<file path="src/rtl/tmr_bus_pkg.sv">
// tmr_bus_pkg: register map, FSM encoding and command layout
// shared by the timer bus master and its command FIFO.
package tmr_bus_pkg;

  localparam logic [1:0] ADDR_STARTSTOP = 2'b00;
  localparam logic [1:0] ADDR_TIMER1    = 2'b01;
  localparam logic [1:0] ADDR_TIMER2    = 2'b10;

  localparam int START_BIT  = 0;
  localparam int CNTCLR_BIT = 7;

  typedef enum logic [1:0] {
    IDLE,
    SETUP,
    STROBE,
    RECOVER
  } state_e;

  // Command word is {write, addr, wdata}, write in the MSB.
  function automatic int cmd_width(int aw, int dw);
    return 1 + aw + dw;
  endfunction

endpackage

</file>
<file path="src/rtl/tmr_bus_master_if.sv">
// tmr_bus_master_if: command, response and timer bus signals.
// master = bus master side, slave = sequencer + timer side.
interface tmr_bus_master_if #(
  parameter int ADDR_W = 2,
  parameter int DATA_W = 8
);
  logic              cmd_valid;
  logic              cmd_ready;
  logic              cmd_write;
  logic [ADDR_W-1:0] cmd_addr;
  logic [DATA_W-1:0] cmd_wdata;
  logic              rsp_valid;
  logic [ADDR_W-1:0] rsp_addr;
  logic [DATA_W-1:0] rsp_rdata;
  logic              busy;
  logic [ADDR_W-1:0] addr;
  logic [DATA_W-1:0] wdata;
  logic              write;
  logic              read;
  logic [DATA_W-1:0] rdata;

  modport master (
    input  cmd_valid, cmd_write, cmd_addr,
    input  cmd_wdata, rdata,
    output cmd_ready, rsp_valid, rsp_addr,
    output rsp_rdata, busy, addr, wdata,
    output write, read
  );

  modport slave (
    output cmd_valid, cmd_write, cmd_addr,
    output cmd_wdata, rdata,
    input  cmd_ready, rsp_valid, rsp_addr,
    input  rsp_rdata, busy, addr, wdata,
    input  write, read
  );
endinterface

</file>
<file path="src/rtl/tmr_cmd_fifo.sv">
// tmr_cmd_fifo: synchronous command FIFO, power-of-2 depth.
// Ports: push_i/pop_i/wdata_i in; rdata_o (head), full/empty/count out.
module tmr_cmd_fifo
  import tmr_bus_pkg::*;
#(
  parameter int WIDTH = cmd_width(2, 8),
  parameter int DEPTH = 4
) (
  input  logic                   clk,
  input  logic                   rst_n,
  input  logic                   push_i,
  input  logic                   pop_i,
  input  logic [WIDTH-1:0]       wdata_i,
  output logic [WIDTH-1:0]       rdata_o,
  output logic                   full_o,
  output logic                   empty_o,
  output logic [$clog2(DEPTH):0] count_o
);
  localparam int PW = $clog2(DEPTH);

  logic [WIDTH-1:0] mem_q [DEPTH];
  logic [PW-1:0]    wr_q;
  logic [PW-1:0]    rd_q;
  logic [PW:0]      cnt_q;
  logic             do_push;
  logic             do_pop;

  assign full_o  = cnt_q == (PW+1)'(DEPTH);
  assign empty_o = cnt_q == '0;
  assign count_o = cnt_q;
  assign rdata_o = mem_q[rd_q];
  assign do_push = push_i && !full_o;
  assign do_pop  = pop_i && !empty_o;

  always_ff @(posedge clk or negedge rst_n) begin
    if (!rst_n) begin
      wr_q  <= '0;
      rd_q  <= '0;
      cnt_q <= '0;
      for (int i = 0; i < DEPTH; i++) begin
        mem_q[i] <= '0;
      end
    end else begin
      if (do_push) begin
        mem_q[wr_q] <= wdata_i;
        wr_q        <= wr_q + 1'b1;
      end
      if (do_pop) begin
        rd_q <= rd_q + 1'b1;
      end
      cnt_q <= cnt_q
             + {{PW{1'b0}}, do_push}
             - {{PW{1'b0}}, do_pop};
    end
  end
endmodule

</file>
<file path="src/rtl/tmr_bus_master.sv">
// tmr_bus_master: buffers commands and replays them on the timer bus.
// Ports: clk, rst_n, bus_if (cmd valid/ready, rsp pulse, timer bus).
module tmr_bus_master
  import tmr_bus_pkg::*;
#(
  parameter int ADDR_W     = 2,
  parameter int DATA_W     = 8,
  parameter int FIFO_DEPTH = 4,
  parameter int SETUP_CYC  = 1,
  parameter int STROBE_CYC = 1
) (
  input logic               clk,
  input logic               rst_n,
  tmr_bus_master_if.master  bus_if
);
  localparam int CMD_W = cmd_width(ADDR_W, DATA_W);
  localparam int MAXC  =
    SETUP_CYC > STROBE_CYC ? SETUP_CYC : STROBE_CYC;
  localparam int CW    = $clog2(MAXC + 1);
  localparam int NW    = $clog2(FIFO_DEPTH) + 1;

  localparam logic [CW-1:0] SETUP_LAST  = CW'(SETUP_CYC - 1);
  localparam logic [CW-1:0] STROBE_LAST = CW'(STROBE_CYC - 1);

  typedef struct packed {
    logic              write;
    logic [ADDR_W-1:0] addr;
    logic [DATA_W-1:0] wdata;
  } cmd_t;

  state_e            state_q, state_d;
  logic [CW-1:0]     cyc_q, cyc_d;
  cmd_t              cmd_q;
  cmd_t              head;
  logic [DATA_W-1:0] rdata_q;
  logic              push;
  logic              pop;
  logic              full;
  logic              empty;
  logic [NW-1:0]     count;
  logic              on_bus;
  logic              strobe;
  logic              rsp;

  assign push = bus_if.cmd_valid && !full;

  tmr_cmd_fifo #(
    .WIDTH (CMD_W),
    .DEPTH (FIFO_DEPTH)
  ) u_fifo (
    .clk     (clk),
    .rst_n   (rst_n),
    .push_i  (push),
    .pop_i   (pop),
    .wdata_i ({bus_if.cmd_write,
               bus_if.cmd_addr,
               bus_if.cmd_wdata}),
    .rdata_o (head),
    .full_o  (full),
    .empty_o (empty),
    .count_o (count)
  );

  always_comb begin
    state_d = state_q;
    cyc_d   = cyc_q;
    pop     = 1'b0;
    unique case (state_q)
      IDLE: begin
        if (!empty) begin
          pop     = 1'b1;
          state_d = SETUP;
          cyc_d   = '0;
        end
      end
      SETUP: begin
        if (cyc_q == SETUP_LAST) begin
          state_d = STROBE;
          cyc_d   = '0;
        end else begin
          cyc_d = cyc_q + 1'b1;
        end
      end
      STROBE: begin
        if (cyc_q == STROBE_LAST) begin
          state_d = RECOVER;
          cyc_d   = '0;
        end else begin
          cyc_d = cyc_q + 1'b1;
        end
      end
      RECOVER: begin
        cyc_d = '0;
        if (!empty) begin
          pop     = 1'b1;
          state_d = SETUP;
        end else begin
          state_d = IDLE;
        end
      end
      default: state_d = IDLE;
    endcase
  end

  always_ff @(posedge clk or negedge rst_n) begin
    if (!rst_n) begin
      state_q <= IDLE;
      cyc_q   <= '0;
      cmd_q   <= '0;
      rdata_q <= '0;
    end else begin
      state_q <= state_d;
      cyc_q   <= cyc_d;
      if (pop) begin
        cmd_q <= head;
      end
      if (strobe && cyc_q == STROBE_LAST
          && !cmd_q.write) begin
        rdata_q <= bus_if.rdata;
      end
    end
  end

  // Bus outputs decode straight from registered state, so
  // an async reset clears them without waiting for a clock.
  assign on_bus = state_q == SETUP || state_q == STROBE;
  assign strobe = state_q == STROBE;
  assign rsp    = state_q == RECOVER && !cmd_q.write;

  assign bus_if.cmd_ready = count != NW'(FIFO_DEPTH);
  assign bus_if.busy      = !empty || state_q != IDLE;
  assign bus_if.addr      = on_bus ? cmd_q.addr : '0;
  assign bus_if.wdata     =
    (on_bus && cmd_q.write) ? cmd_q.wdata : '0;
  assign bus_if.write     = strobe && cmd_q.write;
  assign bus_if.read      = strobe && !cmd_q.write;
  assign bus_if.rsp_valid = rsp;
  assign bus_if.rsp_addr  = rsp ? cmd_q.addr : '0;
  assign bus_if.rsp_rdata = rsp ? rdata_q : '0;
endmodule

</file>
<file path="src/flat_wrapper.sv">
// flat-port wrapper written by rule: the top's interface ports become plain ports
module tmr_bus_master_flat import tmr_bus_pkg::*;
#(
  parameter int ADDR_W     = 2,
  parameter int DATA_W     = 8,
  parameter int FIFO_DEPTH = 4,
  parameter int SETUP_CYC  = 1,
  parameter int STROBE_CYC = 1
)
  (clk, rst_n, bus_if_cmd_valid, bus_if_cmd_write, bus_if_cmd_addr, bus_if_cmd_wdata, bus_if_rdata, bus_if_cmd_ready, bus_if_rsp_valid, bus_if_rsp_addr, bus_if_rsp_rdata, bus_if_busy, bus_if_addr, bus_if_wdata, bus_if_write, bus_if_read);
  tmr_bus_master_if #(.ADDR_W(ADDR_W), .DATA_W(DATA_W)) bus_if_i ();
  input logic clk;
  input logic rst_n;
  input wire logic [$bits(bus_if_i.cmd_valid)-1:0] bus_if_cmd_valid;
  input wire logic [$bits(bus_if_i.cmd_write)-1:0] bus_if_cmd_write;
  input wire logic [$bits(bus_if_i.cmd_addr)-1:0] bus_if_cmd_addr;
  input wire logic [$bits(bus_if_i.cmd_wdata)-1:0] bus_if_cmd_wdata;
  input wire logic [$bits(bus_if_i.rdata)-1:0] bus_if_rdata;
  output wire logic [$bits(bus_if_i.cmd_ready)-1:0] bus_if_cmd_ready;
  output wire logic [$bits(bus_if_i.rsp_valid)-1:0] bus_if_rsp_valid;
  output wire logic [$bits(bus_if_i.rsp_addr)-1:0] bus_if_rsp_addr;
  output wire logic [$bits(bus_if_i.rsp_rdata)-1:0] bus_if_rsp_rdata;
  output wire logic [$bits(bus_if_i.busy)-1:0] bus_if_busy;
  output wire logic [$bits(bus_if_i.addr)-1:0] bus_if_addr;
  output wire logic [$bits(bus_if_i.wdata)-1:0] bus_if_wdata;
  output wire logic [$bits(bus_if_i.write)-1:0] bus_if_write;
  output wire logic [$bits(bus_if_i.read)-1:0] bus_if_read;
  assign bus_if_i.cmd_valid = bus_if_cmd_valid;
  assign bus_if_i.cmd_write = bus_if_cmd_write;
  assign bus_if_i.cmd_addr = bus_if_cmd_addr;
  assign bus_if_i.cmd_wdata = bus_if_cmd_wdata;
  assign bus_if_i.rdata = bus_if_rdata;
  assign bus_if_cmd_ready = bus_if_i.cmd_ready;
  assign bus_if_rsp_valid = bus_if_i.rsp_valid;
  assign bus_if_rsp_addr = bus_if_i.rsp_addr;
  assign bus_if_rsp_rdata = bus_if_i.rsp_rdata;
  assign bus_if_busy = bus_if_i.busy;
  assign bus_if_addr = bus_if_i.addr;
  assign bus_if_wdata = bus_if_i.wdata;
  assign bus_if_write = bus_if_i.write;
  assign bus_if_read = bus_if_i.read;
  tmr_bus_master #(.ADDR_W(ADDR_W), .DATA_W(DATA_W), .FIFO_DEPTH(FIFO_DEPTH), .SETUP_CYC(SETUP_CYC), .STROBE_CYC(STROBE_CYC)) u_core (.clk(clk), .rst_n(rst_n), .bus_if(bus_if_i));
endmodule
</file>
<file path="config.mk">
export PLATFORM = sky130hd
export DESIGN_NAME = tmr_bus_master_flat
export DESIGN_NICKNAME = d
export VERILOG_FILES = /design/src/rtl/tmr_bus_pkg.sv /design/src/rtl/tmr_bus_master_if.sv /design/src/rtl/tmr_cmd_fifo.sv /design/src/rtl/tmr_bus_master.sv /design/src/flat_wrapper.sv
export SDC_FILE = /design/constraint.sdc
export NUM_CORES = 1
export LEC_CHECK = 0
export ABC_AREA = 0
export BUFFER_PORTS_ARGS = -buffer_cell sky130_fd_sc_hd__buf_2
export CORE_MARGIN = 5
export CORE_UTILIZATION = 40
export DETAILED_ROUTE_END_ITERATION = 8
export PLACE_DENSITY = 0.55
export SLEW_MARGIN = 0
export SYNTH_ARGS = -nofsm -noshare
export SYNTH_HDL_FRONTEND = slang
export SYNTH_HIERARCHICAL = 1
export SYNTH_SLANG_ARGS = --single-unit
</file>
<file path="constraint.sdc">
create_clock -name clk -period 8.1 [get_ports clk]
set_input_delay 1.62 -clock clk [delete_from_list [all_inputs] [get_ports clk]]
set_output_delay 1.62 -clock clk [all_outputs]
set_load 0.01 [all_outputs]
</file>
# Yosys cells after proc, flatten, opt, wreduce, memory -nomap -nowiden
# Cells that the tools add are included.
# totals
regBits,73
out_inout_bits,25
elab_cells,73
inputBits,22
# classes
bitwise,3
muxes,20
n_eq_ne,8
n_reduce_logical,21
n_lt_le_gt_ge,3
addsub,5
# op_table
cell,n
$bwmux W44,1
$mux W11,3
$bmux W11 S2,1
$demux W11 S2,1
$mux W8,2
$logic_and A1 B1 Y1,10
$mux W2,5
$pmux W2 S4,1
$ge A3 B3 Y1 const B,2
$ne A2 B2 Y1 const B,3
$not A2 Y3,2
$mux W1,5
$add A2 B1 Y2 const B,2
$eq A2 B2 Y1 const B,2
$reduce_or A2 Y1,2
$add A3 B1 Y3,1
$eq A3 B3 Y1 const B,1
$logic_not A1 Y1,3
$logic_not A3 Y1,1
$lt A3 B1 Y1 const B,1
$ne A3 B3 Y1 const B,1
$pmux W1 S3,1
$reduce_and A3 Y1,1
$sub A3 B1 Y3,1
other kinds (6),7

# Depth between registers and ports, before layout
# depth
word_depth,6
ltp_mapped,12
depth_no_buf,10

# Hierarchy
# Netlist, hierarchy kept.
# by_module_without_submodules
module,area_each_um2,n_inst,cells_each,seq_area_each_um2
tmr_cmd_fifo,3495.9,1,307,1276.2
tmr_bus_master,1063.5,1,85,525.5

# Worst setup path after synthesis
# No wires, ideal clock.
# synth_timing
path_kind,input to register
start,input port bus_if_cmd_valid
end,"register u_core.u_fifo.cnt_q[2], in the netlist u_core/u_fifo/count_o[2]"
setup_ps,125
required_ps,7975
path_buffers,2
path_slack_ps,4676
arrival_ps,3300
cell_stages,10
path_cell_list,nor2b_1 > buf_4 > buf_2 > nand2b_1 > ha_1 > inv_1 > ha_1 > fa_1 > xor2_1 > xnor2_1
# synth_via
elab_chain_len,4
# synth_lines
item,line_no,rtl
start: declaration,flat_wrapper.sv:14,input wire logic [$bits(bus_if_i.cmd_valid)-1:0] bus_if_cmd_valid;
$logic_and A1 B1 Y1,tmr_bus_master.sv:45,assign push = bus_if.cmd_valid && !full;
$logic_and A1 B1 Y1,tmr_cmd_fifo.sv:32,assign do_push = push_i && !full_o;
$add A3 B1 Y3,tmr_cmd_fifo.sv:52,"+ {{PW{1'b0}}, do_push}"
$sub A3 B1 Y3,tmr_cmd_fifo.sv:53,"- {{PW{1'b0}}, do_pop};"
end signal: assignment,tmr_cmd_fifo.sv:51,cnt_q <= cnt_q
end: declaration,tmr_cmd_fifo.sv:24,logic [PW:0] cnt_q;
# Every way passes these cells.
# A chain may end at the register's enable or synchronous reset.

# Worst setup path after layout
# layout_timing
start,register u_core.state_q[0]
end,output port bus_if_read
# layout_via
elab_chain_len,2
# layout_lines
item,line_no,rtl
start: declaration,tmr_bus_master.sv:31,"state_e state_q, state_d;"
start signal: assignment,tmr_bus_master.sv:112,state_q <= state_d;
$eq A2 B2 Y1,tmr_bus_master.sv:127,assign strobe = state_q == STROBE;
$logic_and A1 B1 Y1,tmr_bus_master.sv:136,assign bus_if.read = strobe && !cmd_q.write;
end: declaration,flat_wrapper.sv:27,output wire logic [$bits(bus_if_i.read)-1:0] bus_if_read;
# Every way passes these cells.

==> results.cfg <==
[die]
initial_core_util = 0.4045
die_h_um = 116.8
die_width_um = 116.8
dieArea_mm2 = 0.01363
ios = 47
core_area_mm2 = 0.01127
num_rows = 39

[setup_path]
cp_slowest_cell = nor2b_1
crit_arrival_ps = 2100
worstPathCellList = inv_1, ha_1, nor2b_1, buf_2
startpoint = u_core/state_q[0]
path_class = register to primary output
endpoint_kind = primary output
required_ps = 6480
cp_max_fo = 9
startpoint_type = register
crit_path_max_incr_delay_ps = 790
reg2reg_from = u_core/u_fifo/count_o[2]

[timing]
tns_ps = 0
maxSlewHeadroom = 0.3269
grt_setup_unrepaired = no
setup_viol = 0
fin_skew_ps = 4.577
worst_pin_slew_ps = 1008
drv_slew = 0
min_period_ps = 3719
max_freq_mhz = 268.9
period_share = 0.4591
finalHoldViolations = 0

[routing]
drtPass1Iterations = 4
antenna_left = 0
drt_wl_total_um = 10800
wire_per_inst_um = 19.36
drc = 0
routed_via_density = 5.819
initialDrtViolationCount = 276
vias = 3247

[yosys]
synth_cells = 392
yosysSeqAreaShare = 0.3952
ys_types = 33
synthDominantCellAreaShare = 0.3952
synth_top_area_cell = dfrtp_1
synthTopCellsByArea = dfrtp_1 (40%), nand4bb_1 (11%), a21bo_2 (9.7%), o211ai_1 (7.6%), mux4_1 (5.2%)
ys_ff_latch = 72
yosys_warnings = 6
synth_fp_nets = 425
syn_avg_cell_area_um2 = 11.63
synth.cell_area_mm2 = 0.004559

[pwr]
swShare = 0.3784
ir_worst_vdd_mv = 0.2242
p_sw_mw = 0.8849
internal_power_mw = 1.454
power_mw = 2.339
leakagePower_nw = 2.071
power_frac_clock = 0.172
seq_power_share = 0.304
comb_power_share = 0.524
powerDensity_mw_per_mm2 = 458.7

[layout]
layout-drive-gt1-share = 0.3253
fill_cells = 1061
seq_area_mm2 = 0.001802
finalNonFillerCells = 558
multiInputGateArea_mm2 = 0.002516
n_antenna_cell = 0
nets = 443
syn_to_final_growth_pct = 11.83
final_util = 0.4523

[cts]
post_cts_buffers = 0
cts_tree = done
clk_latency_ps = 330
cts.clk_slew.worst_paths_ps = 60
cts.sinks = 72
numCtsBuffers = 9
cts_hold_buf = 0
htree_levels = 3
cts_root_buffer = clkbuf_16
ctsResizeCount = 0
cts_buffer_depth = 2

[min_path]
hold_class = register to register
hold_start = u_core/rdata_q[3]

[global_routing]
grt_pass1_vias = 3235
grtUsageTotal = 0.1668
grt_pass1_wl_um = 17820
overflow = 0
grt_max_degree = 94
grt_antenna_before_repair = 0

[placed_design]
portBuffers = 46
routabilityCongestion = 0.7247
numPlacedInstances = 542
dp_hpwl_um = 5994

[run_status]
outcome = finished clean

[flow_run]
maxCapViolations = 0
## cell usage in the layout, fill, tap and decap left out, types with 8 or more instances in the layout
cell | Yosys | layout
a21bo_2 | 44 | 44
and2_1 | 13 | 13
and3_1 | 8 | 8
buf_2 | 12 | 46
clkbuf_16 | 0 | 9
dfrtp_1 | 72 | 72
ha_1 | 10 | 10
mux2_2 | 11 | 11
mux2_4 | 8 | 8
mux4_1 | 9 | 9
nand3_1 | 44 | 44
nand4bb_1 | 46 | 46
o211ai_1 | 46 | 46
## synth_stat cells (all sizes together)
cell type and count:
dfrtp 72, nand4bb 46, o211ai 46, a21bo 44, nand3 44, clkbuf 24, buf 21, mux2 19
and2 13, mux4 11, ha 10, and3 8, inv 7, nand2b 5, nand2 4, nor2 3
nor2b 3, xnor2 2, xor2 2, a31oi 1, fa 1, nor3 1, nor3b 1, o21ai 1
o22a 1, o311ai 1, o31a 1
## power groups by stage
stage	sequential (mW)	clock, mW	combinational, mW
floorplan	0.648	0	1.02
global placement	0.704	0	1.21
detailed placement	0.719	0	1.24
CTS	0.712	0.414	1.24
global route	0.741	0.431	1.35
finish	0.710	0.403	1.23
## final timing paths
check                                            to  slack, ps  cells past startpoint
max                                     bus_if_read       4380                      4
max in group asynchronous   u_core/u_fifo/mem_q[26]       5960                      2
min                               u_core/rdata_q[3]        500                      1
min reg2reg                       u_core/rdata_q[3]        500                      1
min in group asynchronous  u_core/u_fifo/count_o[2]       1510                      2
max reg2reg                u_core/u_fifo/count_o[2]       4870                     11
## routing by layer
layer	vias to the layer above	track usage	wire [um]
met5	-	0	0
met4	0	0.03211	63
met3	5	0.04093	615
met2	82	0.2556	4924
met1	1624	0.2419	5198
li1	1536	-	-
## sequential cells by signal, indices dropped and copies added (netlist names)
signal / cells
u_core/u_fifo/mem_q: 44
u_core/state_q: 2
u_core/u_fifo/wr_q: 2
u_core/cmd_q: 11
u_core/u_fifo/count_o: 3
u_core/rdata_q: 8
u_core/u_fifo/rd_q: 2
## metrics by stage
step                hold slack (ps)  setup slack (ps)  cell area, um^2
floorplan                     472.6              4676             4559
global placement              482.6              4120             4798
detailed placement            487.4              4065             4798
CTS                           504.2              4327             5099
global route                  511.0              4228             5099
finish                        500.8              4381             5099
## final cells by class
class | count | area share
Timing Repair Buffer | 52 | 0.05399
Sequential cell | 72 | 0.3534
Clock buffer | 13 | 0.05104
Clock inverter | 3 | 0.007853
Tap cell | 143 | 0.03509
Inverter | 7 | 0.005153
Multi-Input combinational cell | 268 | 0.4935
## cells by family (layout without fill, tap and decap cells)
group                    count (synthesis)  count (layout)  synth area share
XOR/XNOR                                 4               4          0.007685
flip-flops                              72              72            0.3952
multiplexers                            30              30            0.1153
adder cells (fa/ha/maj)                 11              11           0.03183
buffers and inverters                   52              75           0.05598
AO/OA/AOI/OAI                           95              95            0.1822
AND/OR/NAND/NOR                        128             128            0.2119
## worst max-delay path: cells and delay by family, from the launching register on
kind          cells  cell delay, ps
simple gates      1             790
fa+ha+maj         1             160
flops             1             420
buf+inv           2             400
No activity file was read; power rests on OpenSTA's default activity.
